File: src/rtl/uart_pkg.sv
// Shared UART definitions: receiver state encoding and frame constants.
package uart_pkg;

  localparam int   DATA_BITS  = 8;
  localparam logic IDLE_LEVEL = 1'b1;

  typedef enum logic [2:0] {
    IDLE,
    START,
    DATA,
    PARITY,
    STOP,
    WAIT_IDLE
  } rx_state_t;

endpackage

File: src/rtl/uart_sync.sv
// Two-flop synchronizer for a single asynchronous input with a selectable
// reset level, so an idle-high line does not look active after reset.
module uart_sync #(
  parameter logic RESET_VAL = 1'b1
) (
  input  logic clk,
  input  logic rst,
  input  logic d,
  output logic q
);

  logic meta;

  // Two-stage capture of the asynchronous input into the clk domain.
  always_ff @(posedge clk) begin
    if (rst) begin
      meta <= RESET_VAL;
      q    <= RESET_VAL;
    end else begin
      meta <= d;
      q    <= meta;
    end
  end

endmodule

File: src/rtl/uart_rx.sv
// UART receiver: 1 start bit, 8 data bits LSB first, optional even parity,
// 1 stop bit. Each bit is sampled at mid-bit using a clock-per-bit counter.
//
// Handshake: valid is a one-cycle strobe with no back-pressure; data_out
// holds the byte from the last good frame until the next one. parity_err
// is only ever high together with valid; frame_err is a lone strobe.
module uart_rx
  import uart_pkg::*;
#(
  parameter int CLKS_PER_BIT = 16,
  parameter bit PARITY_EN    = 1'b1
) (
  input  logic                 clk,
  input  logic                 rst,
  input  logic                 rx,
  output logic [DATA_BITS-1:0] data_out,
  output logic                 valid,
  output logic                 parity_err,
  output logic                 frame_err,
  output logic                 busy
);

  localparam int HALF = CLKS_PER_BIT / 2;
  localparam int CW   = $clog2(CLKS_PER_BIT);

  // Counter values seen on the edge that takes a sample: the start bit is
  // sampled HALF cycles after the falling edge, later bits one full bit on.
  localparam logic [CW-1:0] HALF_LAST = CW'(HALF - 1);
  localparam logic [CW-1:0] BIT_LAST  = CW'(CLKS_PER_BIT - 1);
  localparam logic [3:0]    BITS_LAST = 4'(DATA_BITS - 1);

  rx_state_t            state, state_n;
  logic [CW-1:0]        cnt, cnt_n;
  logic [3:0]           bit_cnt, bit_n;
  logic [DATA_BITS-1:0] shift_reg, shift_n;
  logic                 par_bad, par_bad_n;
  logic [DATA_BITS-1:0] data_n;
  logic                 valid_n, perr_n, ferr_n;
  logic                 rx_s, rx_prev;
  logic                 at_sample;

  uart_sync #(.RESET_VAL(IDLE_LEVEL)) u_sync (
    .clk (clk),
    .rst (rst),
    .d   (rx),
    .q   (rx_s)
  );

  assign busy = (state != IDLE);

  // Next-state, datapath and strobe decisions for the frame FSM.
  always_comb begin
    state_n   = state;
    cnt_n     = cnt + 1'b1;
    bit_n     = bit_cnt;
    shift_n   = shift_reg;
    par_bad_n = par_bad;
    data_n    = data_out;
    valid_n   = 1'b0;
    perr_n    = 1'b0;
    ferr_n    = 1'b0;
    at_sample = (state == START) ? (cnt == HALF_LAST) : (cnt == BIT_LAST);
    if (at_sample) cnt_n = '0;

    case (state)
      IDLE: begin
        cnt_n = '0;
        // Only a real high-to-low transition starts a frame, so a line that
        // is low coming out of reset is ignored until it first goes high.
        if (!rx_s && rx_prev) begin
          state_n   = START;
          bit_n     = '0;
          par_bad_n = 1'b0;
        end
      end
      START: begin
        // A line that is high again at mid start bit was only a glitch.
        if (at_sample) state_n = rx_s ? IDLE : DATA;
      end
      DATA: begin
        if (at_sample) begin
          shift_n = {rx_s, shift_reg[DATA_BITS-1:1]};
          if (bit_cnt == BITS_LAST) begin
            state_n = PARITY_EN ? PARITY : STOP;
          end else begin
            bit_n = bit_cnt + 4'd1;
          end
        end
      end
      PARITY: begin
        if (at_sample) begin
          par_bad_n = rx_s ^ (^shift_reg);
          state_n   = STOP;
        end
      end
      STOP: begin
        // Returning to IDLE at mid stop bit lets a back-to-back start edge
        // be caught right where the stop bit ends.
        if (at_sample) begin
          if (rx_s) begin
            data_n  = shift_reg;
            valid_n = 1'b1;
            perr_n  = par_bad && PARITY_EN;
            state_n = IDLE;
          end else begin
            ferr_n  = 1'b1;
            state_n = WAIT_IDLE;
          end
        end
      end
      WAIT_IDLE: begin
        // Hold off through a break until the line returns to idle.
        cnt_n = '0;
        if (rx_s) state_n = IDLE;
      end
      default: begin
        state_n = IDLE;
      end
    endcase
  end

  // State, counters, shift register and registered output strobes.
  always_ff @(posedge clk) begin
    if (rst) begin
      state      <= IDLE;
      cnt        <= '0;
      bit_cnt    <= '0;
      shift_reg  <= '0;
      par_bad    <= 1'b0;
      rx_prev    <= 1'b0;
      data_out   <= '0;
      valid      <= 1'b0;
      parity_err <= 1'b0;
      frame_err  <= 1'b0;
    end else begin
      state      <= state_n;
      cnt        <= cnt_n;
      bit_cnt    <= bit_n;
      shift_reg  <= shift_n;
      par_bad    <= par_bad_n;
      rx_prev    <= rx_s;
      data_out   <= data_n;
      valid      <= valid_n;
      parity_err <= perr_n;
      frame_err  <= ferr_n;
    end
  end

endmodule
File: config.mk
export PLATFORM = sky130hd
export DESIGN_NAME = uart_rx
export DESIGN_NICKNAME = d
export VERILOG_FILES = /design/src/rtl/uart_pkg.sv /design/src/rtl/uart_sync.sv /design/src/rtl/uart_rx.sv
export SDC_FILE = /design/constraint.sdc
export NUM_CORES = 1
export LEC_CHECK = 0
export ABC_AREA = 1
export CAP_MARGIN = 15
export CELL_PAD_IN_SITES_DETAIL_PLACEMENT = 1
export CELL_PAD_IN_SITES_GLOBAL_PLACEMENT = 1
export CORE_MARGIN = 2
export CORE_UTILIZATION = 31
export CTS_BUF_LIST = sky130_fd_sc_hd__clkbuf_4
export DETAILED_ROUTE_END_ITERATION = 12
export DONT_BUFFER_PORTS = 1
export PLACE_DENSITY_LB_ADDON = 0.1
export RECOVER_POWER = 50
export SLEW_MARGIN = 20
export SYNTH_ARGS = -nofsm -noshare
export SYNTH_HDL_FRONTEND = slang
export SYNTH_HIERARCHICAL = 1
export SYNTH_SLANG_ARGS = --single-unit
File: constraint.sdc
create_clock -name clk -period 2.3 [get_ports clk]
set_input_delay 0.575 -clock clk [delete_from_list [all_inputs] [get_ports clk]]
set_output_delay 0.575 -clock clk [all_outputs]
set_load 0.01 [all_outputs]
==> impl_metrics.py <==
metrics = {
    "yosys": {
        "syn-cell-area_sq_um": 1602,
        "synth_compound_area_frac": 0.1117,
        "synth_top_area_frac": 0.4250,
        "synth-simple-area-share": 0.3328,
        "synthArstFlopShare": 0,
        "synth_ff_type": "dfxtp_1",
        "synth_fa_ha_area_frac": 0.01563,
        "syn_avg_cell_area_sq_um": 7.024,
        "ys_types": 27,
        "synth_area_leader_cell": "dfxtp_1",
        "synth_mux_area_frac": 0,
        "synth_seq_area_share": 0.4250,
        "synth_cells": 228,
        "synth_seq_cells": 34,
        "synth_enable_flop_cells": 0,
        "yosys.area_share.xor_xnor": 0.03281,
        "synth_area_leaders": "dfxtp_1 43%, nand2_1 11%, nor2_1 11%",
        "synth_top_family_by_area": "simple AND/OR/NAND/NOR gates",
        "mappedNetlistNets": 233,
        "synth_warnings": 6,
    },
    "global_route": {
        "grt_pass1_vias": 1387,
        "globalRouteOverflowTotal": 0,
        "track_usage": 0.1536,
        "grt_pass1_wl_mm": 6.568,
        "grt_max_degree": 19,
        "antenna_found_initial": 0,
    },
    "worst_setup_path": {
        "cp_common_cell": "inv_1",
        "critPathMaxFanout": 6,
        "slowest_stage": "dfxtp_1",
        "required_ps": 1730,
        "crit_path_end_kind": "output pin",
        "slowest_delay_ps": 340,
        "worstSetupStartpointType": "register",
        "worstPathCellList": "inv_1, nand2_1, nor2_1, inv_1",
        "crit_type": "register to output pin",
        "arrival_ps": 1350,
    },
    "placed_design": {
        "place_area_sq_um": 1655,
        "place_congestion": 0.8279,
        "dp_hpwl_mm": 2.913,
        "placed_cells": 293,
        "port-buffer-count": 0,
    },
    "cells_and_area": {
        "final_core_util": 0.3427,
        "area_delta_synth_final_pct": 7.891,
        "drive_above_1_share": 0.06926,
        "fin_nets": 235,
        "antenna-diode-count": 0,
        "final_common_cell": "nand2_1",
        "final_cell_mix": "50 x nand2_1, 47 x nor2_1, 34 x dfxtp_1",
        "final_area_sq_um": 1728,
        "n_fill_cell": 655,
        "finalNonFillerCells": 301,
    },
    "routing": {
        "vias": 1409,
        "drcViolationCount": 0,
        "first_pass_iters": 4,
        "postRouteAntennaNets": 0,
        "wire_per_inst_um": 12.79,
        "drt_iter0_drc": 35,
        "drt_wl_total_mm": 3.850,
        "via_per_inst": 4.681,
    },
    "clock_network": {
        "clock_latency_ps": 340,
        "h-tree-depth": 2,
        "clock-sinks": 34,
        "hold_buffers": 0,
        "cts_tree": "built",
        "root_buffer": "clkbuf_4",
        "clock_path_buffers": 2,
        "cts_resized": 0,
        "post_cts_buffers": 0,
        "cts.reportedPaths.clkPinSlew_ps": 110,
        "numCtsBuffers": 5,
    },
    "sta": {
        "period_share": 0.8358,
        "layout_min_cycle_time_ps": 1922,
        "drv_slew": 0,
        "setup_violations": 0,
        "skew_ps": 5.562,
        "max_freq_mhz": 520.2,
        "tightestPinTransition_ps": 480.5,
        "max_slew_margin": 0.6793,
        "final_hold_viol_count": 0,
        "setup_tns_ps": 0,
        "rsz0062_at_grt": "no",
    },
    "power": {
        "p_leak_nw": 0.7380,
        "powerDensity_nw_per_um2": 667.7,
        "ir_worst_vdd_mv": 0.2267,
        "finalPower_w": 0.001154,
    },
    "hold_path": {
        "worstHoldPathType": "input pin to register",
    },
    "floorplan": {
        "die_area_sq_um": 5757,
        "initial_utilization": 0.3176,
        "die_x_um": 75.88,
        "rows": 26,
        "core_area_sq_um": 5042,
        "ios": 15,
        "die_h_um": 75.88,
    },
    "job": {
        "maxCapViolCount": 0,
    },
    "run_status": {
        "status": "finished clean",
    },
}
stage by stage:
stage / setup slack (ps) / hold WS (ps)
final: 377.6 / 283.9
after global routing: 227.9 / 244.7
after CTS: 355.0 / 264.3
after detailed placement: 523.5 / 397.8
after global placement: 570.8 / 386.3
after floorplan: 910.9 / 379.5
final timing paths:
check / end / slack (ps) / depth (start not counted) / startpoint
max: busy / 380 / 4 / state[1]$_SDFFE_PP0P_
min reg2reg: u_sync/q$_SDFF_PP1_ / 420 / 2 / u_sync/meta$_SDFF_PP1_
max reg2reg: data_out[1]$_SDFFE_PP0P_ / 410 / 10 / state[0]$_SDFFE_PP0P_
min: bit_cnt[1]$_SDFFE_PP0P_ / 280 / 1 / rst
where the power goes:
part / switching, W / internal [W] / leakage, nW
registers: 0.00000929 / 0.000598 / 0.275
clock network: 0.000211 / 0.000225 / 0.0450
logic: 0.0000802 / 0.0000307 / 0.418
layer usage:
metal  vias to the layer above  share of wire  track usage
met4                         0          0.017      0.05263
met3                         6          0.034      0.04497
met5                         -              0            0
met1                       660           0.51       0.2126
met2                        18           0.44       0.2270
li1                        725              -            -
synth_stat cells, types with 3 or more instances:
master	number
nand3_1	14
o21ai_0	10
o21ai_1	9
dfxtp_1	34
nor2_1	46
nor3_1	3
a21oi_1	12
xor2_1	4
nand2_1	49
inv_1	24
area by class of cell:
class,instances,area [sq um],share of cell area
Multi-Input combinational cell,163,784.5,0.4540
Sequential cell,34,680.7,0.3939
Inverter,26,97.59,0.05648
Tap cell,70,87.58,0.05069
Clock inverter,3,40.04,0.02317
Clock buffer,5,37.54,0.02172
worst max-delay path: cells and delay by family (launching register included):
| kind | cells | cell delay (ps) |
|---|---|---|
| and+or+nand+nor | 2 | 350 |
| DFF | 1 | 340 |
| buffers and inverters | 2 | 330 |
cells by family after synthesis:
group	after synthesis
compound gates	34
fa+ha+maj	2
xor+xnor	6
flops	34
buf+inv	31
simple gates	121
No activity file was read; power rests on OpenSTA's default activity.
